`config.mk`:
```
export PLATFORM = sky130hd
export DESIGN_NAME = dm_arb
export DESIGN_NICKNAME = d
export VERILOG_FILES = /design/src/rtl/dm_arb.sv
export SDC_FILE = /design/constraint.sdc
export NUM_CORES = 1
export LEC_CHECK = 0
export ABC_AREA = 1
export CAP_MARGIN = 0
export CORE_ASPECT_RATIO = 1.1
export CORE_MARGIN = 3
export CORE_UTILIZATION = 43
export CTS_CLUSTER_DIAMETER = 100
export DETAILED_ROUTE_END_ITERATION = 6
export GPL_ROUTABILITY_DRIVEN = 0
export PLACE_DENSITY = 0.87
export SYNTH_ARGS = -nofsm -noshare
export SYNTH_HDL_FRONTEND = slang
export SYNTH_SLANG_ARGS = --single-unit
```
`constraint.sdc`:
```
create_clock -name clk_i -period 2.01 [get_ports clk_i]
set_input_delay 0.3015 -clock clk_i [delete_from_list [all_inputs] [get_ports clk_i]]
set_output_delay 0.3015 -clock clk_i [all_outputs]
set_load 0.005 [all_outputs]
```
`src/rtl/dm_arb.sv`:
```
// Two-requester arbiter for the single-port data memory: CPU priority with host aging.
// Define DM_ARB_RR_EN to replace aging with strict alternation when both request.
module dm_arb #(
  parameter int unsigned AW       = 16,
  parameter int unsigned DW       = 32,
  parameter int unsigned MAX_WAIT = 4
) (
  input  logic          clk_i,
  input  logic          rst_ni,
  input  logic          req0_i,
  input  logic          req1_i,
  input  logic          we0_i,
  input  logic          we1_i,
  input  logic [AW-1:0] addr0_i,
  input  logic [AW-1:0] addr1_i,
  input  logic [DW-1:0] wdata0_i,
  input  logic [DW-1:0] wdata1_i,
  output logic          gnt0_o,
  output logic          gnt1_o,
  output logic          rvalid0_o,
  output logic          rvalid1_o,
  output logic [DW-1:0] rdata_o,
  output logic [AW-1:0] dm_addr_o,
  output logic [DW-1:0] dm_wdata_o,
  output logic          dm_we_o,
  input  logic [DW-1:0] dm_rdata_i
);

  typedef enum logic {StIdle, StAccess} state_e;

  state_e        state_q, state_d;
  logic          owner_q, owner_d;  // 1 = host owns the current access
  logic          gnt0_q, gnt0_d, gnt1_q, gnt1_d;
  logic          rvalid0_q, rvalid0_d, rvalid1_q, rvalid1_d;
  logic          dm_we_q, dm_we_d;
  logic [AW-1:0] dm_addr_q, dm_addr_d;
  logic [DW-1:0] dm_wdata_q, dm_wdata_d;
  logic [DW-1:0] rdata_q, rdata_d;
  logic          host_wins;

`ifdef DM_ARB_RR_EN
  logic last_owner_q, last_owner_d;

  assign host_wins = req1_i & (~req0_i | ~last_owner_q);
`else
  localparam logic [3:0] MaxWaitCnt = 4'(MAX_WAIT);

  logic [3:0] wait_cnt_q, wait_cnt_d;

  assign host_wins = req1_i & (~req0_i | (wait_cnt_q == MaxWaitCnt));
`endif

  always_comb begin
    state_d    = state_q;
    owner_d    = owner_q;
    gnt0_d     = 1'b0;
    gnt1_d     = 1'b0;
    rvalid0_d  = 1'b0;
    rvalid1_d  = 1'b0;
    dm_we_d    = 1'b0;
    dm_addr_d  = dm_addr_q;
    dm_wdata_d = dm_wdata_q;
    rdata_d    = rdata_q;
`ifdef DM_ARB_RR_EN
    last_owner_d = last_owner_q;
`else
    wait_cnt_d   = wait_cnt_q;
`endif
    unique case (state_q)
      StIdle: begin
        if (req0_i || req1_i) begin
          state_d    = StAccess;
          owner_d    = host_wins;
          gnt0_d     = ~host_wins;
          gnt1_d     = host_wins;
          dm_we_d    = host_wins ? we1_i    : we0_i;
          dm_addr_d  = host_wins ? addr1_i  : addr0_i;
          dm_wdata_d = host_wins ? wdata1_i : wdata0_i;
`ifdef DM_ARB_RR_EN
          last_owner_d = host_wins;
`else
          if (host_wins) begin
            wait_cnt_d = 4'd0;
          end else if (req1_i && (wait_cnt_q != MaxWaitCnt)) begin
            wait_cnt_d = wait_cnt_q + 4'd1;
          end
`endif
        end
      end
      StAccess: begin
        state_d   = StIdle;
        rvalid0_d = ~owner_q;
        rvalid1_d = owner_q;
        if (!dm_we_q) begin
          rdata_d = dm_rdata_i;
        end
      end
    endcase
  end

  always_ff @(posedge clk_i or negedge rst_ni) begin
    if (!rst_ni) begin
      state_q    <= StIdle;
      owner_q    <= 1'b0;
      gnt0_q     <= 1'b0;
      gnt1_q     <= 1'b0;
      rvalid0_q  <= 1'b0;
      rvalid1_q  <= 1'b0;
      dm_we_q    <= 1'b0;
      dm_addr_q  <= '0;
      dm_wdata_q <= '0;
      rdata_q    <= '0;
    end else begin
      state_q    <= state_d;
      owner_q    <= owner_d;
      gnt0_q     <= gnt0_d;
      gnt1_q     <= gnt1_d;
      rvalid0_q  <= rvalid0_d;
      rvalid1_q  <= rvalid1_d;
      dm_we_q    <= dm_we_d;
      dm_addr_q  <= dm_addr_d;
      dm_wdata_q <= dm_wdata_d;
      rdata_q    <= rdata_d;
    end
  end

`ifdef DM_ARB_RR_EN
  // Reset to host so the CPU takes the first contested slot.
  always_ff @(posedge clk_i or negedge rst_ni) begin
    if (!rst_ni) last_owner_q <= 1'b1;
    else         last_owner_q <= last_owner_d;
  end
`else
  always_ff @(posedge clk_i or negedge rst_ni) begin
    if (!rst_ni) wait_cnt_q <= 4'd0;
    else         wait_cnt_q <= wait_cnt_d;
  end
`endif

  assign gnt0_o     = gnt0_q;
  assign gnt1_o     = gnt1_q;
  assign rvalid0_o  = rvalid0_q;
  assign rvalid1_o  = rvalid1_q;
  assign rdata_o    = rdata_q;
  assign dm_addr_o  = dm_addr_q;
  assign dm_wdata_o = dm_wdata_q;
  assign dm_we_o    = dm_we_q;

endmodule

```
==> results.cfg, run 1 <==
[outcome]
status = completed

[global_routing]
grt.total_usage = 0.224
grt_pass1_vias = 4134
antenna_found_initial = 0
overflow = 0
grt_max_degree = 51
grt_pass1_wl_mm = 19.3

[worst_setup_path]
crit_arrival_ps = 1890
end_kind = flip-flop
startpoint = req1_i
crit_top_cell = inv_2
r2r_slack_ps = 480
critPathSlowestCell = clkdlybuf4s50_1
path_cells = clkdlybuf4s50_1, inv_2, nor2_4, nand2_2, inv_2, buf_4, nand2_1, nand3_1
crit_family = buffers and inverters
critPathLaunchType = primary input
critical_path_class = primary input to flip-flop
reg2reg_from = wait_cnt_q[0]
required_ps = 2310
crit_fanout = 17
max_stage_delay_ps = 760
crit_buf_inv = 4

[cells_and_area]
finalNetCount = 858
areaGrowthSynthToFinish_pct = 58.9
num_antenna_cells = 0
drive_above_1_share = 0.0825
finalNonFillerCells = 844

[placement]
hpwlAfterDp_mm = 9.60
dp.cells = 827
port_buffers = 218
dp_slack_ps = 33.5

[floorplan]
die_width_um = 101
die_h_um = 110
io_pins = 219
die_area_mm2 = 0.0111
core-area_mm2 = 0.00949
rows = 37
start_util = 0.447

[yosys]
synth-seq-cells = 91
syn_avg_cell_area_um2 = 8.33
ys_types = 22
synth_cells = 509
syn_area_mm2 = 0.00424
syn_nets = 645
ys_warn_count = 0
yosysSeqAreaShare = 0.537

[clock_network]
cts_max_level = 3
worst_skew_pair.late_latency_ps = 360
cts_hold_buf = 1
post_cts_buffers = 0
cts_tree = done
cts_made_buffers = 9
clkTransAtPathRegs_ps = 90
postCtsResizedCells = 0
clockRootBuffer = clkbuf_8
cts_buffer_depth = 2
clock-sinks = 91

[pwr]
power_density_mw_per_mm2 = 879
p_leak_nw = 3.29
total_power_mw = 5.93
ir_drop_uv = 370

[routing]
drt_iter0_markers = 156
wirelength_mm = 12.4
wl_per_cell_um = 14.7
drc = 0
dr.pass1.iters = 4
via_count = 4117
ant_nets = 0
post_drt_via_cell_ratio = 4.88

[timing]
min_period_ps = 1590
worst_slack_ps = 416
rsz0062_at_grt = false
timing.fmax_mhz = 627
final-hold-violation-count = 0
skew_ps = 14.9
relSlewSlack = 0.668
fin_crit_sh = 0.793
drv_slew = 0
final-setup-viol-count = 0
worst_slew_pin_slew_ps = 498
setup_tns_ps = 0

[hold_path]
min_path_type = primary input to asynchronous set/reset pin

[job]
cap_violations = 0
cell usage after synthesis:
| library cell | count | share of area |
|---|---|---|
| buf_4 | 2 | 0.0035 |
| ha_1 | 2 | 0.0059 |
| o21ai_2 | 20 | 0.041 |
| inv_2 | 4 | 0.0035 |
| nor2_1 | 5 | 0.0044 |
| clkbuf_1 | 9 | 0.0080 |
| buf_6 | 9 | 0.024 |
| or2_1 | 1 | 0.0015 |
| o21ai_4 | 1 | 0.0038 |
| nand2_2 | 2 | 0.0029 |
| o21bai_1 | 1 | 0.0018 |
| nor2_4 | 1 | 0.0027 |
| buf_8 | 1 | 0.0035 |
| o21ai_1 | 12 | 0.014 |
| nand3_1 | 99 | 0.12 |
| o21ai_0 | 2 | 0.0024 |
| xnor2_1 | 1 | 0.0021 |
| nand2_1 | 158 | 0.14 |
| buf_2 | 9 | 0.011 |
| inv_1 | 77 | 0.068 |
| dfrtp_1 | 91 | 0.54 |
| a21oi_1 | 2 | 0.0024 |
registers in the layout, summed over array words and instances (netlist names):
signal      flops
rvalid1_o       1
owner_q         1
dm_addr_o      16
gnt0_o          1
wait_cnt_q      4
dm_we_o         1
state_q         1
rdata_o        32
gnt1_o          1
dm_wdata_o     32
rvalid0_o       1
worst reg2reg max path, delay by kind of cell (launching register included):
| kind | cells | cell delay (ps) |
|---|---|---|
| flip-flops | 1 | 390 |
| AND/OR/NAND/NOR | 4 | 390 |
| buffers and inverters | 2 | 340 |
| adder cells (fa/ha/maj) | 1 | 190 |
| AO/OA/AOI/OAI | 1 | 120 |
final timing paths:
| path | depth (start not counted) | to |
|---|---|---|
| hold / removal | 2 | rdata_o[12] |
| max in group asynchronous | 3 | dm_wdata_o[14] |
| hold reg to reg | 2 | dm_wdata_o[23] |
| setup / recovery | 8 | dm_addr_o[12] |
| setup reg to reg | 8 | wait_cnt_q[1] |
| min in group clk_i | 2 | dm_wdata_o[23] |
per-stage QoR:
step                       util  hold slack [ps]  area, um^2
final                     0.710              450        6740
after global routing      0.710              482        6740
after CTS                 0.710              446        6740
after detailed placement  0.686              301        6510
after global placement    0.686              296        6510
after floorplan               -             5.91        4240
cell usage in the layout, fill, tap and decap left out, types with 2 or more instances in the layout:
master and count:
a21oi_1 2, buf_12 4, buf_4 10, bufinv_16 2
clkbuf_8 9, clkdlybuf4s50_1 217, dfrtp_1 91, ha_1 2
inv_1 77, inv_2 4, inv_6 2, nand2_1 157
nand2_2 3, nand3_1 99, nor2_1 5, o21ai_0 2
o21ai_1 12, o21ai_2 20
logic make-up after synthesis:
| kind of cell | count (synthesis) | share of synthesized area |
|---|---|---|
| xor gates and xnor gates | 1 | 0.00207 |
| and+or+nand+nor | 266 | 0.268 |
| DFF | 91 | 0.537 |
| buffers and inverters | 111 | 0.121 |
| AOI/OAI and AO/OA | 38 | 0.0658 |
| adders and majority gates | 2 | 0.00590 |
final cells by class:
type,count,area [um^2]
Clock buffer,9,124
Clock inverter,7,98.8
Timing Repair Buffer,232,2340
Multi-Input combinational cell,307,1450
Sequential cell,91,2280
Tap cell,117,146
Inverter,81,304
Fill cell,728,2750
routing by layer:
metal | global-route usage | part of all wire | wire, um | up-vias
met1 | 0.264 | 0.37 | 4640 | 1912
met2 | 0.393 | 0.52 | 6480 | 182
met3 | 0.0403 | 0.078 | 975 | 26
met5 | 0 | 0 | 0 | -
li1 | - | - | - | 1997
met4 | 0.106 | 0.027 | 331 | 0
report_power, final:
| group | switching, mW | total, mW | internal (mW) |
|---|---|---|---|
| registers | 0.254 | 2.50 | 2.25 |
| clock network | 0.654 | 1.36 | 0.709 |
| logic | 0.849 | 2.06 | 1.21 |
No activity file was read; power rests on OpenSTA's default activity.
==> run 2: changes to the inputs <==
--- a/config.mk
+++ b/config.mk
@@ -9,11 +9,11 @@
 export CAP_MARGIN = 0
 export CORE_ASPECT_RATIO = 1.1
 export CORE_MARGIN = 3
-export CORE_UTILIZATION = 43
+export CORE_UTILIZATION = 40
 export CTS_CLUSTER_DIAMETER = 100
 export DETAILED_ROUTE_END_ITERATION = 6
 export GPL_ROUTABILITY_DRIVEN = 0
-export PLACE_DENSITY = 0.87
+export PLACE_DENSITY = 0.82
 export SYNTH_ARGS = -nofsm -noshare
 export SYNTH_HDL_FRONTEND = slang
 export SYNTH_SLANG_ARGS = --single-unit
==> constraint.sdc (replaced) <==
create_clock -name clk_i -period 1.5 [get_ports clk_i]
set_input_delay 0.225 -clock clk_i [delete_from_list [all_inputs] [get_ports clk_i]]
set_output_delay 0.225 -clock clk_i [all_outputs]
set_load 0.005 [all_outputs]
==> run 2 against run 1 <==
Combinational power is 40% higher. Final area up 4.8%. First-iteration DRC count increased by 84%. Register-to-register slack lost 440 ps. Global-route usage shrank 1.1 points. Critical endpoint is now dm_wdata_o[24]. Largest cell class unchanged.
==> results.cfg, run 2 (synthesis results as in run 1) <==
[timing]
worst_slack_ps = 42.1
fin_crit_sh = 0.972
final-setup-viol-count = 0
rsz0062_at_grt = true
timing.fmax_mhz = 686
relSlewSlack = 0.676
skew_ps = 6.08
min_period_ps = 1460
final-hold-violation-count = 0
worst_hold_slack_ps = 357
worst_slew_pin_slew_ps = 486
drv_slew = 0

[job]
cap_violations = 0

[clock_network]
cts_made_buffers = 9
clock-sinks = 91
cts_tree = done
worst_skew_pair.late_latency_ps = 350
clockRootBuffer = clkbuf_8
cts_buffer_depth = 2
clkTransAtPathRegs_ps = 90
cts_max_level = 3

[routing]
wl_per_cell_um = 14.5
ant_nets = 0
post_drt_via_cell_ratio = 4.77
drc = 0
via_count = 4203
dr.pass1.iters = 4
wirelength_mm = 12.7
drt_iter0_markers = 287

[worst_setup_path]
critPathLaunchType = flip-flop
path_cells = inv_2, ha_1, nand3_1, nand2_2, nand2_4, buf_8, nand2_1, nand3_1, nand2_1
critPathSlowestCell = dfrtp_1
crit_buf_inv = 2
max_stage_delay_ps = 400
reg2reg_from = wait_cnt_q[1]
crit_family = simple AND/OR/NAND/NOR gates
r2r_slack_ps = 40
ff2ff_path_depth = 9
crit_fanout = 15
rr_endpoint = dm_wdata_o[24]
critical_path_class = flip-flop to flip-flop
required_ps = 1740
end_kind = flip-flop
crit_arrival_ps = 1690

[floorplan]
die_width_um = 104
die_area_mm2 = 0.0119
die_h_um = 114
start_util = 0.421
rows = 38
io_pins = 219
core-area_mm2 = 0.0101

[global_routing]
grt_pass1_wl_mm = 20.4
antenna_found_initial = 0
overflow = 0
grt_max_degree = 65
grt_pass1_vias = 4236
grt.total_usage = 0.213

[cells_and_area]
finalNonFillerCells = 882
fillCellCount = 759
drive_above_1_share = 0.109
areaGrowthSynthToFinish_pct = 66.6
finalNetCount = 873
final_common_cell = clkdlybuf4s50_1
num_antenna_cells = 0
fin_area_mm2 = 0.00707
layout_common_cells = 176 x clkdlybuf4s50_1, 156 x nand2_1, 96 x nand3_1

[outcome]
status = completed

[pwr]
power_density_mw_per_mm2 = 1130
p_leak_nw = 3.85
ir_drop_uv = 639
total_power_mw = 7.96

[placement]
dp.cells = 854
hpwlAfterDp_mm = 9.57
dp_slack_ps = -90.0
port_buffers = 218
placed_area_mm2 = 0.00659

[hold_path]
min_path_type = primary input to asynchronous set/reset pin
run 2: routing by layer:
metal / up-vias / GRT usage / part of all wire
met5: - / 0 / 0
met4: 0 / 0.0922 / 0.030
met3: 30 / 0.0492 / 0.062
met2: 181 / 0.372 / 0.52
met1: 1966 / 0.252 / 0.39
li1: 2026 / - / -
run 2: area by class of cell:
cell class,count,area [um^2],share of cell area
Tap cell,140,175,0.0248
Clock inverter,5,61.3,0.00868
Timing Repair Buffer,247,2620,0.371
Multi-Input combinational cell,307,1480,0.209
Clock buffer,11,151,0.0214
Sequential cell,91,2280,0.322
Inverter,81,304,0.0430
run 2: per-stage QoR:
step	util	TNS [ps]
4_1_cts	0.678	0
3_3_place_gp	0.654	-588
2_1_floorplan	-	0
3_5_place_dp	0.654	-2270
6_report	0.701	0
5_1_grt	0.701	-704
run 2: power by group:
group / internal, mW / switching [mW] / total, mW
Combinational: 1.70 / 1.19 / 2.89
Sequential: 3.01 / 0.322 / 3.34
Clock: 0.864 / 0.868 / 1.73
Total: 5.58 / 2.38 / 7.96
run 2: worst max path at each step:
stage / from / endpoint / slack, ps / cells past startpoint
6_report: wait_cnt_q[1] / dm_wdata_o[24] / 40 / 9
5_1_grt: wait_cnt_q[0] / dm_wdata_o[20] / -50 / 9
4_1_cts: wait_cnt_q[0] / dm_wdata_o[24] / 2 / 9
3_5_place_dp: req1_i / dm_addr_o[13] / -90 / 8
3_3_place_gp: req1_i / dm_addr_o[12] / -40 / 8
2_1_floorplan: wait_cnt_q[0] / dm_addr_o[10] / 140 / 10
run 2: timing repair:
item / CTS / global route
gates resized for setup: 2 / 57
setup endpoints to repair: 3 / 92
pin swaps: 0 / 2
hold buffers: 1 / 0
setup buffers: 1 / 10
endpoints found under the hold margin: 32 / 0
==> run 3: changes to the inputs <==
--- a/config.mk
+++ b/config.mk
@@ -8,7 +8,6 @@
 export ABC_AREA = 1
 export CAP_MARGIN = 0
 export CORE_ASPECT_RATIO = 1.1
-export CORE_MARGIN = 3
 export CORE_UTILIZATION = 40
 export CTS_CLUSTER_DIAMETER = 100
 export DETAILED_ROUTE_END_ITERATION = 6
==> run 3 against run 2 <==
Combinational power rose by 2%. Global-route usage rose by 0.73 points. Sequential share of layout area rose by 0.11 points.
==> results.cfg, run 3 (synthesis results as in run 1) <==
[global_routing]
grt_max_degree = 92
grt.total_usage = 0.220
overflow = 0
antenna_found_initial = 0
grt_pass1_vias = 4230
grt_pass1_wl_mm = 19.0

[clock_network]
clock-sinks = 91
cts_buffer_depth = 2
cts_made_buffers = 9
worst_skew_pair.late_latency_ps = 330
cts_tree = done
clkTransAtPathRegs_ps = 60
clockRootBuffer = clkbuf_16
cts_max_level = 3

[timing]
drv_slew = 0
min_period_ps = 1450
worst_slew_pin_slew_ps = 498
fin_crit_sh = 0.966
relSlewSlack = 0.668
final-setup-viol-count = 0
timing.fmax_mhz = 690
skew_ps = 6.31
setup_tns_ps = 0
final-hold-violation-count = 0
worst_slack_ps = 51.5

[routing]
wirelength_mm = 12.2
wl_per_cell_um = 13.9
via_count = 4139
dr.pass1.iters = 4
drc = 0
ant_nets = 0
met2WireLength_mm = 6.16
m1WireLength_mm = 4.86
highest_layer = met4
dr_wl_met3_um = 827
post_drt_via_cell_ratio = 4.70
drt_iter0_markers = 199

[floorplan]
die_area_mm2 = 0.0110
io_pins = 219
die_h_um = 110
rows = 39
die_width_um = 100
core-area_mm2 = 0.0103
start_util = 0.410

[placement]
dp_slack_ps = -123
port_buffers = 218
hpwlAfterDp_mm = 8.93

[worst_setup_path]
required_ps = 1270
rr_endpoint = dm_we_o
startpoint = dm_addr_o[1]
path_cells = clkdlybuf4s50_1
critPathSlowestCell = clkdlybuf4s50_1
reg2reg_from = wait_cnt_q[0]
critPathLaunchType = flip-flop
setup.worst_path.end = dm_addr_o[1]
max_stage_delay_ps = 520
end_kind = primary output
r2r_slack_ps = 60
ff2ff_path_depth = 8
crit_fanout = 2
critical_path_class = flip-flop to primary output
cp.depth = 1
crit_buf_inv = 1
crit_arrival_ps = 1220
crit_family = buffers and inverters

[cells_and_area]
areaGrowthSynthToFinish_pct = 66.0
layout_common_cells = 215 x clkdlybuf4s50_1, 157 x nand2_1, 98 x nand3_1
num_antenna_cells = 0
drive_above_1_share = 0.100
finalNetCount = 868
final_common_cell = clkdlybuf4s50_1

[hold_path]
min_path_type = primary input to flip-flop
hold_depth = 3

[pwr]
p_leak_nw = 3.44
power_density_mw_per_mm2 = 1200
ir_drop_uv = 776

[outcome]
status = completed

[job]
cap_violations = 0
-- run 3: cell count changes in the layout (fill, tap and decap cells not counted), sizes merged --
cell	before	now
clkinvlp	3	0
bufinv	1	0
buf	29	22
clkdlybuf4s50	176	215
dlymetal6s2s	41	2
clkinv	1	4
clkbuf	11	14
-- run 3: worst reg2reg max path, cell delays in order, from the launching register on --
cell and delay, ps:
dfrtp_1 400, inv_2 100, ha_4 140, nand3_2 90, nand2_4 130, nand2_8 100, clkbuf_16 190, o21bai_1 130
nor2_1 60
-- run 3: layer usage --
layer,global-route usage,vias to the layer above
li1,-,2010
met1,0.238,1914
met2,0.403,185
met3,0.0479,30
met4,0.118,0
met5,0,-
-- run 3: repair_timing --
action                                 in CTS  in global routing
resized for setup                           0                 19
setup endpoints to repair                   0                 50
endpoints found under the hold margin      91                  0
buffers inserted                            0                  2
hold buffers                                1                  0
-- run 3: metrics by stage --
step | area (um^2) | util | power [mW] | instances | hold slack, ps
detailed placement | 6600 | 0.638 | 6.19 | 859 | 317
global route | 7040 | 0.681 | 8.98 | 880 | 449
finish | 7040 | 0.681 | 8.47 | 880 | 433
floorplan | 4240 | - | 4.43 | 509 | -70.6
global placement | 6600 | 0.638 | 6.09 | 859 | 301
CTS | 6900 | 0.667 | 8.38 | 876 | 425
-- run 3: worst min-delay path by stage --
stage	end	startpoint	slack, ps
after global routing	rdata_o[20]	dm_rdata_i[20]	450
after detailed placement	rdata_o[16]	rst_ni	320
after floorplan	dm_addr_o[0]	rst_ni	-70
after global placement	rdata_o[15]	rst_ni	300
final	rdata_o[8]	dm_rdata_i[8]	430
after CTS	rdata_o[8]	dm_rdata_i[8]	420
-- run 3: area by class of cell --
class | instances | area [um^2]
Fill cell | 841 | 3300
Inverter | 81 | 304
Tap cell | 143 | 179
Multi-Input combinational cell | 307 | 1490
Clock buffer | 12 | 267
Sequential cell | 91 | 2280
Timing Repair Buffer | 242 | 2500
Clock inverter | 4 | 23.8
-- run 3: report_power, final --
part | switching (mW) | internal, mW
logic | 1.19 | 1.76
registers | 0.340 | 3.02
clock network | 0.916 | 1.25
total | 2.44 | 6.03
